File: src/rtl/cond_exec_ctrl.sv
// cond_exec_ctrl: execute-stage NZCV flags, condition gating and wrong-path squash sequencer.
// Optional macro COND_ILLEGAL_TRAP_EN makes illegal condition codes set a sticky CondErr.
module cond_exec_ctrl #(
  parameter int FLUSH_CYCLES = 2
) (
  input  logic       clk,
  input  logic       reset,
  input  logic       Stall,
  input  logic       ValidE,
  input  logic [3:0] CondE,
  input  logic       FlagWriteE,
  input  logic [3:0] ALUFlags,
  input  logic       RegWriteE,
  input  logic       MemWriteE,
  input  logic       BranchE,
  input  logic       CondErrClr,
  output logic       RegWriteG,
  output logic       MemWriteG,
  output logic       BranchTaken,
  output logic       FlushD,
  output logic [3:0] Flags,
  output logic       CondErr
);
  typedef enum logic {IDLE, FLUSH} state_t;
  state_t     state;
  logic [2:0] cnt;
  logic       n, z, v, ge, cond_ex, squash, live, illegal;
  assign {n, z, v} = {Flags[3], Flags[2], Flags[0]};
  assign ge = (n == v);
  assign illegal = (CondE > 4'd6);
  assign cond_ex = (CondE == 4'd0) ? z :
                   (CondE == 4'd1) ? ~z :
                   (CondE == 4'd2) ? ge :
                   (CondE == 4'd3) ? ~ge :
                   (CondE == 4'd4) ? (~z & ge) :
                   (CondE == 4'd5) ? ~(~z & ge) :
                   (CondE == 4'd6);
  assign squash = (state == FLUSH);
  assign live = ValidE & ~squash & cond_ex;
  assign RegWriteG = live & RegWriteE;
  assign MemWriteG = live & MemWriteE;
  assign BranchTaken = live & BranchE;
  assign FlushD = BranchTaken | (squash & (cnt != 3'd0));
  // Branches seen while squashing are themselves squashed, so only IDLE can start a flush.
  always_ff @(posedge clk or negedge reset) begin
    if (!reset) begin
      state <= IDLE;
      cnt   <= 3'd0;
      Flags <= 4'd0;
    end else if (!Stall) begin
      if (live && FlagWriteE) Flags <= ALUFlags;
      if (state == IDLE) begin
        if (BranchTaken) begin
          state <= FLUSH;
          cnt   <= 3'(FLUSH_CYCLES - 1);
        end
      end else if (cnt == 3'd0) begin
        state <= IDLE;
      end else begin
        cnt <= cnt - 3'd1;
      end
    end
  end
`ifdef COND_ILLEGAL_TRAP_EN
  logic unused_c;
  assign unused_c = Flags[1];
  // A new error in the same cycle as a clear wins.
  always_ff @(posedge clk or negedge reset) begin
    if (!reset) CondErr <= 1'b0;
    else if (!Stall) CondErr <= (ValidE & ~squash & illegal) | (CondErr & ~CondErrClr);
  end
`else
  logic unused_c;
  assign unused_c = Flags[1] ^ CondErrClr ^ illegal;
  assign CondErr = 1'b0;
`endif
endmodule

File: config.mk
export PLATFORM = sky130hd
export DESIGN_NAME = cond_exec_ctrl
export DESIGN_NICKNAME = d
export VERILOG_FILES = /design/src/rtl/cond_exec_ctrl.sv
export SDC_FILE = /design/constraint.sdc
export NUM_CORES = 1
export LEC_CHECK = 0
export BUFFER_PORTS_ARGS = -buffer_cell sky130_fd_sc_hd__clkbuf_2
export CELL_PAD_IN_SITES_DETAIL_PLACEMENT = 1
export CELL_PAD_IN_SITES_GLOBAL_PLACEMENT = 2
export CORE_MARGIN = 3
export CORE_UTILIZATION = 23
export DETAILED_ROUTE_END_ITERATION = 8
export PLACE_DENSITY_LB_ADDON = 0.1
export SYNTH_ARGS = -nofsm -noshare
export SYNTH_HDL_FRONTEND = slang
export SYNTH_SLANG_ARGS = --single-unit
File: constraint.sdc
create_clock -name clk -period 1.65 [get_ports clk]
set_input_delay 0 -clock clk [delete_from_list [all_inputs] [get_ports clk]]
set_output_delay 0 -clock clk [all_outputs]
set_load 0.02 [all_outputs]
# --- Word level (Yosys, flattened, before mapping) ---
# Index checks and enable logic that the tools add are counted.
classes:
  reduce_logical: 7
  n_addsub: 1
  n_bitwise: 13
  muxes: 12
  eq_ne: 8
ops:
  columns: ["op", "n"]
  rows:
  - ["4-bit by 3-bit equality test with 1-bit output (second input constant)", 3]
  - ["1-bit 2-to-1 mux", 9]
  - ["3-bit 2-to-1 mux", 3]
  - ["4-bit by 2-bit equality test with 1-bit output (second input constant)", 2]
  - ["1-bit AND", 7]
  - ["1-bit NOT", 5]
  - ["4-bit by 1-bit equality test with 1-bit output (second input constant)", 1]
  - ["4-bit zero test", 1]
  - ["3-bit zero test", 1]
  - ["3-bit AND reduction", 1]
  - ["3-bit nonzero test", 1]
  - ["3-bit by 1-bit subtractor with 3-bit output (second input constant)", 1]
  - ["2-bit inequality test (second input constant)", 1]
  - ["2-bit AND reduction", 1]
  - ["2-bit nonzero test", 1]
  - ["1-bit equality test", 1]
  - ["1-bit logical AND", 1]
  - ["1-bit bitwise OR", 1]
totals:
  out_inout_bits: 9
  regBits: 8

# --- Longest topological paths before layout ---
# Gate-level depths: netlist of the first run.
depth:
  depth_word: 13
  ltp_mapped: 6

# --- Worst setup path after synthesis of the first run ---
# No wires, ideal clock.
synth_timing:
  path_type: "reg2reg"
  startpoint: "register Flags[0]"
  endpoint: "register cnt[0]"
  period_less_slack_ns: 2.020
  path_buffers: 0
  arrival_time_ns: 1.896
  path_stages_with_launch: 6
  slack_ns: -0.370
  path_cell_list: "dfrtp_1 xnor2_2 mux2i_1 a311oi_2 o21bai_2 mux2_4"
synth_between:
  elab_chain_len: 13
  elab_cells_between_ends: 14
  cone_classes: "eq/ne (1); mux (6); bitwise (5); reduce/logical (2)"
synth_rtl:
  columns: ["element", "line_no", "source"]
  rows:
  - ["start: declaration", "21", "output logic [3:0] Flags,"]
  - ["start signal: assignment", "51", "if (live && FlagWriteE) Flags <= ALUFlags;"]
  - ["1-bit equality test *", "29", "assign ge = (n == v);"]
  - ["1-bit AND", "35, 36", null]
  - ["1-bit NOT", "36", "(CondE == 4'd5) ? ~(~z & ge) :"]
  - ["1-bit 2-to-1 mux", "36", null]
  - ["1-bit 2-to-1 mux", "35", "(CondE == 4'd4) ? (~z & ge) :"]
  - ["1-bit 2-to-1 mux", "34", "(CondE == 4'd3) ? ~ge :"]
  - ["1-bit 2-to-1 mux *", "33", "(CondE == 4'd2) ? ge :"]
  - ["1-bit 2-to-1 mux *", "32", "(CondE == 4'd1) ? ~z :"]
  - ["1-bit 2-to-1 mux *", "31", "assign cond_ex = (CondE == 4'd0) ? z :"]
  - ["1-bit AND *", "39", "assign live = ValidE & ~squash & cond_ex;"]
  - ["1-bit AND *", "42", "assign BranchTaken = live & BranchE;"]
  - ["named net BranchTaken", "19", "output logic BranchTaken,"]
  - ["2-bit nonzero test (no source line) *", null, null]
  - ["3-bit AND reduction (no source line) *", null, null]
  - ["end signal: assignment", "55", "cnt <= 3'(FLUSH_CYCLES - 1);"]
  - ["end signal: assignment", "60", "cnt <= cnt - 3'd1;"]
  - ["end: declaration", "26", "logic [2:0] cnt;"]
# Mark *: on every way through the listed nets, which the timed path passes. The rest lies on a longest branch.
# A chain may end at the register's enable or synchronous reset.

# --- Final worst setup path of the first run ---
layout_timing:
  startpoint: "register Flags[3]"
  endpoint: "register Flags[3]"
layout_between:
  elab_chain_len: 12
  elab_cells_between_ends: 13
  cone_classes: "eq/ne (1); mux (6); bitwise (4); reduce/logical (2)"
layout_rtl:
  columns: ["element", "line_no"]
  rows:
  - ["1-bit equality test *", "29"]
  - ["1-bit AND", "35, 36"]
  - ["1-bit NOT", "36"]
  - ["1-bit 2-to-1 mux", "36"]
  - ["1-bit 2-to-1 mux", "35"]
  - ["1-bit 2-to-1 mux", "34"]
  - ["1-bit 2-to-1 mux *", "33"]
  - ["1-bit 2-to-1 mux *", "32"]
  - ["1-bit 2-to-1 mux *", "31"]
  - ["1-bit AND *", "39"]
  - ["1-bit logical AND *", "51"]
  - ["2-bit AND reduction (no source line) *", null]
# Mark *: on every way between the ends. The rest lies on a longest branch, timed or not.

==> results of run 1 <==
==> per-stage QoR <==
stage	hold slack, ns	instance area, um^2	total power [W]	util	setup TNS, ns
finish	0.0554	935	0.00133	0.418	-1.60
global route	0.0585	935	0.00145	0.418	-2.55
CTS	0.0479	908	0.00131	0.407	-1.61
detailed placement	-0.135	778	0.00104	0.348	-1.06
global placement	-0.142	778	0.00103	0.348	-1.03
floorplan	-0.296	583	0.000797	-	-1.09
==> cells in the final DEF (no fill, tap or decap), drive strengths merged, types with 2 or more instances in the layout <==
cell / synthesis / routed
dlygate4sd3: 0 / 5
mux2: 6 / 6
nor3b: 2 / 2
nand2b: 5 / 5
ha: 2 / 2
clkbuf: 0 / 23
mux2i: 2 / 2
dfrtp: 8 / 8
nand2: 2 / 2
inv: 5 / 5
and2: 2 / 2
buf: 1 / 12
==> flip-flops by register name, summed over array words and instances, names as in the netlist <==
register / flops
Flags: 4
cnt: 3
squash: 1
==> worst reg2reg max path, stage by stage, from the launching register on <==
cell	delay, ns
sky130_fd_sc_hd__dfrtp_2	0.44
sky130_fd_sc_hd__xnor2_4	0.18
sky130_fd_sc_hd__o32a_4	0.24
sky130_fd_sc_hd__a31oi_1	0.20
sky130_fd_sc_hd__and3b_2	0.28
sky130_fd_sc_hd__mux2_2	0.35
==> repair_timing <==
action,in CTS,in global routing
setup endpoints to repair,11,12
pin swaps,5,4
buffers inserted,0,1
hold buffers,5,0
resized for setup,10,7
endpoints found under the hold margin,12,0
==> cell type report <==
| class | count | area (um^2) | area share |
|---|---|---|---|
| repair buffers | 36 | 262 | 0.280 |
| inverters | 5 | 18.8 | 0.0201 |
| clock buffers | 4 | 26.3 | 0.0281 |
| flip-flops and latches | 8 | 204 | 0.218 |
| well taps | 28 | 35.0 | 0.0375 |
| multi-input cells | 37 | 389 | 0.416 |
==> worst max-delay path by stage <==
stage | to | slack (ns) | cells past startpoint
floorplan | squash$_DFFE_PN0N_ | -0.22 | 5
CTS | RegWriteG | -0.18 | 6
global placement | Flags[0]$_DFFE_PN0P_ | -0.21 | 4
global route | FlushD | -0.24 | 5
finish | Flags[3]$_DFFE_PN0P_ | -0.16 | 5
detailed placement | Flags[1]$_DFFE_PN0P_ | -0.18 | 4
==> cell usage after synthesis (all sizes together) <==
| cell type | count |
|---|---|
| dfrtp | 8 |
| mux2 | 6 |
| inv | 5 |
| nand2b | 5 |
| and2 | 2 |
| ha | 2 |
| mux2i | 2 |
| nand2 | 2 |
| nor3b | 2 |
| a21boi | 1 |
| a21oi | 1 |
| a311oi | 1 |
| a31oi | 1 |
| and3b | 1 |
| buf | 1 |
| conb | 1 |
| nand3 | 1 |
| nor2 | 1 |
| o21ai | 1 |
| o21bai | 1 |
| o221a | 1 |
| o2bb2ai | 1 |
| o311ai | 1 |
| o32a | 1 |
| or2 | 1 |
| xnor2 | 1 |
==> cells by family after synthesis <==
| family | Yosys count | synth area share |
|---|---|---|
| compound gates | 10 | 0.177 |
| flops | 8 | 0.364 |
| other cells | 1 | 0.00681 |
| mux | 8 | 0.166 |
| buf+inv | 6 | 0.0477 |
| xor+xnor | 1 | 0.0296 |
| fa+ha+maj | 2 | 0.0454 |
| simple gates | 15 | 0.164 |
==> power groups by stage <==
stage	clock network, W	registers [W]	logic [W]
floorplan	0	0.000431	0.000365
CTS	0.000181	0.000388	0.000736
finish	0.000167	0.000384	0.000780
global placement	0	0.000368	0.000664
detailed placement	0	0.000371	0.000672
global route	0.000194	0.000402	0.000851
==> per-layer routing <==
metal	global-route usage	routed length, um
met2	0.191	733
met1	0.143	624
met4	0.0607	8
met3	0.0295	123
met5	0	0
==> results, run 1 <==
- The area share of the largest cell type after synthesis is 0.364.
- By area the synthesized netlist is led by sky130_fd_sc_hd__dfrtp_1 (36%), sky130_fd_sc_hd__mux2_2 (10%), sky130_fd_sc_hd__nand2b_1 (5.7%).
- The starting density of the core is 0.246.
- The CTS root buffer is sky130_fd_sc_hd__clkbuf_4.
- After detailed routing, the number of vias per cell comes to 4.45.
- The clock slew at the register clock pins of the worst setup and hold paths is 0.06 ns.
- The setup path with the least slack is of type flop to flop.
- The clock share of power is 0.126.
- In the global route stage, overall resource usage came out at 0.118.
- Of the total power, the share spent switching nets is 0.390.
- The clock drives 8 sinks.
- The number of nets still failing antenna checks after routing is 0.
- The category of cells accounting for the largest share of critical-path delay is flip-flops.
- The CTS tree is built.
- The buffer and inverter count on the worst path is 0.
- The setup clock skew after layout is 0.00379 ns.
- After layout, the worst setup slack is -0.156 ns.
- The number of cells traversed by the worst register-to-register path is 5.
- The count of placed standard cells in the final layout, fillers left out is 118.
- For this run the aggregate overflow at the end of global routing stands at 0.
- The reg-to-reg startpoint is Flags[3]$_DFFE_PN0P_.
- Data arrives at the worst endpoint at 1.95 ns.
- The sequential share of power is 0.288.
- The routed wire length is 1490 um.
- The number of design-rule violations left by the first detailed-router iteration is 3.
- The die covers 0.00302 mm^2.
- The H-tree depth is 1.
- The half-perimeter wire length after detailed placement is 1190 um.
- The run finished, with violations left.
- The endpoint identified for the worst register-to-register timing path is Flags[3]$_DFFE_PN0P_.
- Routability-driven placement finished with a final weighted congestion of 0.724.
- The fraction of layout cells with a size suffix above 1 is 0.622.
- Of the synthesized area, sequential elements account for 0.364.
- The total net switching power is 0.000519 W.
- The internal reg-to-reg setup slack is -0.16 ns.
- The total CTS buffers is 3.
- From left edge to right edge, the die measures 54.9 um.
- The die is 54.9 um tall.
- The pin count of the biggest net entering global routing is 9.
- Internal power comes to 0.000812 W.
- The post-detailed-route DRC marker count is 0.
- The first global-routing pass estimated 2480 um of wire.
- Along the worst hold path, the cell count comes to 2.
- A synthesized cell averages 10.8 um^2.
- The repair_antennas step left the layout with diodes totalling 0.
- The total count of hold-check failures in the final report is 0.
- In the final design database the tool counted 110 nets.
- The leakage power is 0.432 nW.
- The fill cell total of the finished layout is 264.
- Buffers placed on the I/O ports in this run total 23.
- The worst hold path begins at Stall.
- Clock latency on the worst-skew pair, taken at its later pin, is 0.26 ns.
- The final-report setup violation count is 12.
- The reported max-cap violation count is 0.
- The number of distinct library cell variants in the gate-level netlist after synthesis is 27.
- The post-placement setup slack is -0.183 ns.
- The worst hold path terminates at squash$_DFFE_PN0N_.
- In this run the cell area of the synthesized design comes to 551 um^2.
- The checks that failed: negative setup slack.
- The first TritonRoute pass finished after 2 iterations.
- The share of the clock period used by the worst path is 1.09.
- The count of vias placed by the detailed router is 525.
- Setup repair after global routing could not meet its margin everywhere.
- Of all nets on the critical path, the largest fanout is 4.
- The initial antenna violation count was 0.
- The top-level I/O count is 26.
- Synthesis handed over a netlist of 51 instances.
- Traced cell by cell, the critical path runs through xnor2_4, o32a_4, a31oi_1, and3b_2, mux2_2.
- The largest area contributor in the netlist is sky130_fd_sc_hd__dfrtp_1.
- The number of nets in the synthesized netlist is 70.
- The number of global-route vias before repair is 565.
- In the final routed layout, each cell accounts on average for 12.6 um.
- The synthesized design contains 8 register bits.
- Timing would allow up to 554 MHz.
- IR analysis of the VDD net gives a maximum drop of 804 uV.
- At the worst endpoint, the required time is 1.80 ns.
- Of the total power, combinational logic draws 0.586.
- In this run the worst hold path is classified as input port to flop.
- The count of placed standard cells including taps is 108.
- The relative area change from synthesis to final layout is 69.8%.
- The area of the core is 0.00223 mm^2.
- The final-report max-slew violation count is 0.
- The largest buffer count on any clock path is 2.
- The power per standard cell area is 1420 mW/mm^2.
- The worst setup path is launched from a flop.
- The total of warnings raised by yosys is 0.
- The largest stage delay on the critical path is 0.44 ns.
- For this design, the slowest cell found on the critical path is sky130_fd_sc_hd__dfrtp_2.
- The initialized floorplan defines 17 standard-cell rows.
- Tracing the worst setup path back leads to its startpoint at Flags[3]$_DFFE_PN0P_.
- The minimum clock period after layout is 1.81 ns.
- STA classifies the critical path endpoint as a flop.
Note: power is estimated with default switching activity, not from simulation.
==> inputs of run 2 (changes only) <==
- ABC_AREA: unset -> 1
- CORE_UTILIZATION: 23 -> 21
- RECOVER_POWER: unset -> 25
- SKIP_CTS_REPAIR_TIMING: unset -> 1
==> run 2 against run 1 <==
Effect of this change:
- the flow finishes with violations (negative hold slack)
- sequential cell count is the same
- die area grew 14%
- final cell count grew 18%
- register-to-register slack gained 0.44 ns
- sequential share of layout area grew 3.4 points
- critical path type is now flop to output port
- critical endpoint is now FlushD
- largest cell class unchanged
==> results, run 2 <==
- 0 antenna diodes ended up in the layout.
- The minimum clock period after layout is 1.53 ns.
- The start point of the worst hold path is ALUFlags[3].
- In the post-synthesis netlist, the cell with the most instances is sky130_fd_sc_hd__nand2_1.
- Setup repair after global routing could not meet its margin everywhere.
- The synthesized design spends more area on one cell type than any other, namely sky130_fd_sc_hd__dfrtp_1.
- The tree built by TritonCTS fans out to 8 sinks.
- For this run, the register share of the synthesized area comes to 0.343.
- After synthesis the netlist holds a flip-flop and latch count of 8.
- The routed layout has 571 vias.
- The share of the clock period used by the worst path is 0.925.
- The routed wire length is 1380 um.
- Compared with the post-synthesis result, the final layout area differs by 36.3%.
- The maximum frequency from static timing analysis is 655 MHz.
- The checks that failed: negative hold slack.
- Counting cells, the worst reg-to-reg path comes to 10.
- The H-tree depth is 1.
- The endpoint identified for the worst register-to-register timing path is cnt[1]$_DFFE_PN0P_.
- By area the synthesized netlist is led by sky130_fd_sc_hd__dfrtp_1 (34%), sky130_fd_sc_hd__nand2_1 (11%), sky130_fd_sc_hd__inv_1 (7.7%).
- The total net switching power is 0.000463 W.
- The critical path data arrival time is 1.53 ns.
- The reg-to-reg startpoint is Flags[2]$_DFFE_PN0P_.
- Clock-pin slew was measured on the worst setup and hold paths at 0.05 ns.
- The commonest cells after synthesis are sky130_fd_sc_hd__nand2_1 (17), sky130_fd_sc_hd__inv_1 (12), sky130_fd_sc_hd__nor2_1 (11).
- The number of distinct library cell variants in the gate-level netlist after synthesis is 20.
- The buffer and inverter count on the worst path is 1.
- The instance count of the mapped netlist is 80.
- Setup slack on the worst reg-to-reg path comes out at 0.28 ns.
- The number of rows in the core area is 18.
- The worst-case vdd ir drop is 707 uV.
- The area share of the largest cell type after synthesis is 0.343.
- The top-level I/O count is 26.
- Traced cell by cell, the critical path runs through nor2_2, nand3_2, nand2_2, nand2_2, nand2_4, nand4_2, nand2_4, clkbuf_2.
- The pin count of the biggest net entering global routing is 9.
- The worst setup path is captured at an output port.
- The congestion estimate from routability-driven global placement came to 0.653.
- The global-route wire length before repair is 2290 um.
- The critical path data required time is 1.65 ns.
- Using the TritonRoute via totals, the vias-per-cell ratio works out to 4.11.
- In the synthesized netlist the dominant register cell turns out to be sky130_fd_sc_hd__dfrtp_1.
- Across every metal layer, demand over resource in global routing totals 0.0872.
- The number of enable flip-flop cells after synthesis is 0.
- The largest register by flop count is Flags.
- The largest buffer count on any clock path is 2.
- The number of nets still failing antenna checks after routing is 0.
- The average detailed-routed wire length per instance is 9.94 um.
- The starting density of the core is 0.227.
- The initial antenna violation count is 0.
- The clock share of power is 0.147.
- The synthesized area is 583 um^2.
- The category of cells accounting for the largest share of critical-path delay is simple AND/OR/NAND/NOR gates.
- After global routing the overflow that remains totals 0.
- The worst setup path is launched from a flop.
- The fill cell total of the finished layout is 349.
- The area of the core is 0.00257 mm^2.
- In the layout the commonest cells are sky130_fd_sc_hd__clkbuf_2 (20), sky130_fd_sc_hd__nand2_1 (17), sky130_fd_sc_hd__inv_1 (11).
- The die covers 0.00344 mm^2.
- Input and output buffers added on the ports amount to 23.
- The path type of the worst setup path is flop to output port.
- From bottom edge to top edge, the die measures 58.7 um.
- The run finished, with violations left.
- The register with the most flip-flops in the layout has 4 of them.
- The cell-internal power is 0.000568 W.
- The tool flagged a number of max-cap violations equal to 0.
- The most common cell after layout, fill and taps aside is sky130_fd_sc_hd__clkbuf_2.
- The final-report max-slew violation count is 0.
- In the final design database the tool counted 130 nets.
- The area of all placed cells without fillers is 795 um^2.
- The chip width is 58.7 um.
- Between clock sinks in the finished design, the worst skew comes to 0.00863 ns.
- The sequential share of power is 0.351.
- The slowest cell on the critical path is sky130_fd_sc_hd__dfrtp_1.
- The number of global-route vias before repair was 524.
- The number of nets in the synthesized netlist is 99.
- The number of design-rule violations left by the first detailed-router iteration is 7.
- After synthesis, the mean cell area works out to 7.29 um^2.
- In the synthesized netlist the async set-or-reset flop fraction comes to 1.00.
- In this run the worst setup path begins at Flags[2]$_DFFE_PN0P_.
- For the worst-skew pair, the clock arrives at the later sink with an insertion delay of 0.26 ns.
- Once layout is complete, the utilization of the core stands at 0.309.
- On the worst path, the slowest cell contributes a delay of 0.44 ns.
- The worst hold path terminates at Flags[3]$_DFFE_PN0P_.
- In this run, CTS created clock tree buffers numbering 3.
- In this run the cell area measured after placement is 728 um^2.
- Summed over all cells, the static leakage comes to 0.463 nW.
- The power per standard cell area is 1300 mW/mm^2.
- The min-delay analysis places its worst path in the category input port to flop.
- The number of optimization iterations in the first detailed-route pass is 3.
- The hold path depth is 3.
- The CTS tree is built.
- The total count of hold-check failures in the final report is 1.
- The fraction of layout cells with a size suffix above 1 is 0.404.
- The share of total power consumed by net switching is 0.449.
- The CTS root buffer is sky130_fd_sc_hd__clkbuf_4.
- The final-report setup violation count is 0.
- The combinational power share is 0.502.
- For this run, the number of Yosys warnings is 0.
- The post-detailed-route DRC marker count is 0.
- The half-perimeter wire length after detailed placement is 1160 um.
- Summed over all failing endpoints, the final setup total negative slack is 0 ns.
- The worst hold slack is -0.000366 ns.
- The peak fanout along the critical path is 5.
[run 2: cell count changes after synthesis, moves of 3 or more]
cell / delta
sky130_fd_sc_hd__inv_1: +7
sky130_fd_sc_hd__inv_2: +4
sky130_fd_sc_hd__mux2_2: -5
sky130_fd_sc_hd__nand2_1: +15
sky130_fd_sc_hd__nand2_2: +3
sky130_fd_sc_hd__nand2_4: +3
sky130_fd_sc_hd__nand2b_1: -5
sky130_fd_sc_hd__nand3_1: +3
sky130_fd_sc_hd__nor2_1: +10
sky130_fd_sc_hd__o21ai_1: +3
[run 2: worst reg2reg max path, stage by stage (launching register included)]
cell                      delay, ns
sky130_fd_sc_hd__dfrtp_1       0.44
sky130_fd_sc_hd__nor2_2        0.14
sky130_fd_sc_hd__nand3_2       0.08
sky130_fd_sc_hd__nand2_2       0.07
sky130_fd_sc_hd__nand2_2       0.06
sky130_fd_sc_hd__nand2_4       0.08
sky130_fd_sc_hd__nand4_2       0.12
sky130_fd_sc_hd__nand2_4       0.12
sky130_fd_sc_hd__nand2_4       0.06
sky130_fd_sc_hd__nand2_1       0.06
sky130_fd_sc_hd__nand2_1       0.05
[run 2: layout make-up]
type,instances,area (um^2),share of cell area
timing repair buffer,27,154,0.194
tap,30,37.5,0.0472
inverter,16,60.1,0.0756
multi-input combinational,55,320,0.403
clock buffer,3,22.5,0.0283
sequential,8,200,0.252
[run 2: kinds of logic after synthesis]
logic type,synth area share
compound gates,0.0601
other cells,0.00643
buf+inv,0.116
flops,0.343
fa+ha+maj,0.0429
simple gates,0.416
xor+xnor,0.0150
[run 2: how the worst max path moves through the flow]
stage	to	cells after the start	slack, ns
after floorplan	cnt[2]$_DFFE_PN0P_	11	0.23
after global placement	cnt[1]$_DFFE_PN0P_	10	0.25
after detailed placement	Flags[3]$_DFFE_PN0P_	9	0.22
after CTS	RegWriteG	9	0.02
after global routing	MemWriteG	9	-0.02
final	FlushD	8	0.12
[run 2: power by group through the flow]
stage | clock, W | sequential (W) | combinational (W)
final | 0.000151 | 0.000362 | 0.000518
after global routing | 0.000165 | 0.000377 | 0.000592
after CTS | 0.000159 | 0.000360 | 0.000505
after detailed placement | 0 | 0.000363 | 0.000502
after global placement | 0 | 0.000360 | 0.000493
after floorplan | 0 | 0.000400 | 0.000313
[run 2: metrics by stage]
stage                     cells  worst slack (ns)  total power [W]
final                       139             0.124          0.00103
after global routing        139           -0.0202          0.00113
after CTS                   135            0.0225          0.00102
after detailed placement    132             0.220         0.000865
after global placement      132             0.250         0.000853
after floorplan              80             0.235         0.000713
[run 2: layer usage]
layer | GRT usage | share of wire | vias up
li1 | - | - | 298
met1 | 0.118 | 0.48 | 253
met2 | 0.128 | 0.43 | 18
met3 | 0.0197 | 0.082 | 2
met4 | 0.0485 | 0.0072 | 0
met5 | 0 | 0 | -
==> inputs of run 3 (changes only) <==
- CORE_UTILIZATION: 21 -> 22
- CTS_BUF_LIST: unset -> sky130_fd_sc_hd__clkbuf_4
- CTS_CLUSTER_DIAMETER: unset -> 80
==> run 3 against run 2 <==
Effect of this change:
- the run now ends clean
- critical path type unchanged
- maximum frequency decreased by 2.1%
- worst hold slack improved by 0.0096 ns
- sequential cell count unchanged
- worst setup slack got worse by 0.033 ns
- clock-buffer cell count unchanged
- first-iteration DRC count increased by 29%
- non-clock buffer count increased by 2
- global-route usage increased by 0.20 points
- routed wire length increased by 1.7%
==> results, run 3 (synthesized netlist as in run 2, its figures left out) <==
- The register with the most flip-flops in the layout has 4 of them.
- The final layout contains routed wiring with a total length of 1410 um.
- Pin placement for this block handled 26 I/O pins.
- For this run, the total global-route usage over all layers was measured as 0.0893.
- The first routing iteration left 9 violations.
- The setup clock skew after layout is 0.00123 ns.
- The worst setup path is captured at an output port.
- The critical path data required time is 1.65 ns.
- Buffers placed on the I/O ports in this run total 23.
- The fill cell total of the finished layout is 329.
- The die covers 0.00330 mm^2.
- The beginning of the critical path is Flags[3]$_DFFE_PN0P_.
- The largest stage delay on the critical path is 0.41 ns.
- Across the run, the number of max-cap violations was 0.
- The final-report max-slew violation count is 0.
- The worst-case vdd ir drop is 472 uV.
- Of all nets on the critical path, the largest fanout is 5.
- The net count of the finished layout is 132.
- The number of rows in the core area is 18.
- The leakage power is 0.476 nW.
- The count of vias placed by the detailed router is 590.
- The number of vias per cell is 4.18.
- The kind of start point of the critical path is a flop.
- The register with the most flip-flops in the final layout is Flags.
- The final design utilization is 0.326.
- The global routing stage identified its most utilized layer as met2.
- The library cell used most frequently in the layout, excluding fill and tap cells, is sky130_fd_sc_hd__clkbuf_2.
- Dividing the final minimum period by the clock period gives 0.945.
- At the worst endpoint, the arrival time is 1.56 ns.
- The half-perimeter wire length after detailed placement is 1160 um.
- At the later pin of the worst-skew pair, clock insertion delay measures 0.24 ns.
- The category of cells accounting for the largest share of critical-path delay is simple AND/OR/NAND/NOR gates.
- The H-tree depth is 1.
- The path length in cells of the critical path is 9.
- The number of buffers and inverters on the critical path is 2.
- The total number of clock tree sinks is 8.
- The count of nets left with antenna violations once routing finished came out at 0.
- The longest clock path from root to sink contains 2 buffers.
- The total count of hold-check failures in the final report came to 0.
- The die height is 57.5 um.
- The number of cells traversed by the worst register-to-register path is 10.
- For this run, global-route usage on met1 was measured as 0.112.
- After routing the design area is 815 um^2.
- In this run the critical register-to-register path is launched from Flags[3]$_DFFE_PN0P_.
- Clock-pin slew was measured on the worst setup and hold paths at 0.05 ns.
- The area of placed instances is 728 um^2.
- The initial utilization of the core area, before any placement, comes to 0.233.
- The internal reg-to-reg setup slack is 0.15 ns.
- Hold is met by 0.00927 ns.
- The number of global-route vias before repair came to 574.
- The pin count of the biggest net entering global routing is 9.
- The classification of the worst-slack hold path is input port to flop.
- The chip width is 57.5 um.
- The antenna diode count is 0.
- The number of optimization iterations in the first detailed-route pass is 2.
- Routability-driven placement finished with a final weighted congestion of 0.663.
- The run finished with clean final reports.
- In the final layout, the share of cells above drive strength 1 is 0.414.
- Setup repair after global routing could not meet its margin everywhere.
- After detailed routing, the average wire length per cell comes to 9.96 um.
- The total CTS buffers is 3.
- The initial antenna violation count came to 0.
- The CTS root buffer is sky130_fd_sc_hd__clkbuf_4.
- For met2 alone, demand over resource in global routing was 0.145.
- The area of the core is 0.00250 mm^2.
- Compared with the post-synthesis result, the final layout area differs by 39.7%.
- The path type of the worst setup path is flop to output port.
- Static timing analysis puts the maximum clock frequency at 641 MHz.
- Walking the worst path, the cells encountered are buf_4, nand2_1, nand3_2, nand2_2, nand2_2, nand2_4, nand4_2, nand2_4, buf_4.
- In this run the worst setup path terminates at FlushD.
- The worst path in the final design needs a cycle of 1.56 ns, including I/O delays and setup.
- Setup violations remaining at the end of the flow were counted as 0.
- In the global route stage, met3 resource usage came out at 0.0136.
- The slowest cell on the critical path is sky130_fd_sc_hd__dfrtp_1.
- The post-detailed-route DRC marker count is 0.
- The end of the worst register-to-register path is Flags[0]$_DFFE_PN0P_.
- The top cell types in the final layout, fill and taps aside, are sky130_fd_sc_hd__clkbuf_2 (19), sky130_fd_sc_hd__nand2_1 (15), sky130_fd_sc_hd__inv_1 (11), sky130_fd_sc_hd__nor2_1 (11), sky130_fd_sc_hd__dfrtp_1 (8).
- The CTS tree is built.
- After global routing the overflow that remains totals 0.
- The power per standard cell area is 1290 mW/mm^2.
- The first global-routing pass estimated 2330 um of wire.
## run 3: cell count changes in the layout (fill, tap and decap cells not counted), moves of 2 or more
cell,change
sky130_fd_sc_hd__buf_4,+4
sky130_fd_sc_hd__nor2_1,+2
sky130_fd_sc_hd__nand2_1,-2
sky130_fd_sc_hd__nor2_2,-2
sky130_fd_sc_hd__nand2_2,+2
## run 3: power by group
group          switching, W  leakage (nW)  internal, W
clock             0.0000606        0.0138    0.0000828
sequential        0.0000809        0.0994     0.000279
combinational      0.000323         0.362     0.000227
total              0.000465         0.476     0.000589
## run 3: area by class of cell
cell class              instances  area (um^2)  share of cell area
clock buffers                   3         22.5              0.0276
inverters                      16         60.1              0.0737
multi-input cells              55          320               0.393
flip-flops and latches          8          200               0.246
well taps                      30         37.5              0.0461
repair buffers                 29          174               0.214
## run 3: per-stage QoR
| stage | instances | setup TNS (ns) | worst slack (ns) | power, W |
|---|---|---|---|---|
| 5_1_grt | 141 | -0.0233 | -0.0137 | 0.00116 |
| 4_1_cts | 135 | 0 | 0.0118 | 0.00102 |
| 2_1_floorplan | 80 | 0 | 0.235 | 0.000713 |
| 6_report | 141 | 0 | 0.0905 | 0.00105 |
| 3_3_place_gp | 132 | 0 | 0.251 | 0.000856 |
| 3_5_place_dp | 132 | 0 | 0.226 | 0.000866 |
## run 3: worst min-delay path by stage
stage / endpoint / depth (start not counted) / start
after global routing: Flags[0]$_DFFE_PN0P_ / 3 / ALUFlags[0]
after CTS: cnt[1]$_DFFE_PN0P_ / 1 / reset
final: Flags[3]$_DFFE_PN0P_ / 3 / ALUFlags[3]
after floorplan: Flags[0]$_DFFE_PN0P_ / 0 / reset
after detailed placement: cnt[1]$_DFFE_PN0P_ / 1 / reset
after global placement: cnt[1]$_DFFE_PN0P_ / 1 / reset
## run 3: tightest hold or removal path, stage by stage
cell and delay, ns:
sky130_fd_sc_hd__clkbuf_2 0.08, sky130_fd_sc_hd__nor2_1 0.04, sky130_fd_sc_hd__a21oi_1 0.10
## run 3: per-layer routing
layer / wire (um) / vias to the layer above
met5: 0 / -
li1: - / 305
met2: 681 / 18
met3: 101 / 0
met4: 0 / 0
met1: 622 / 267
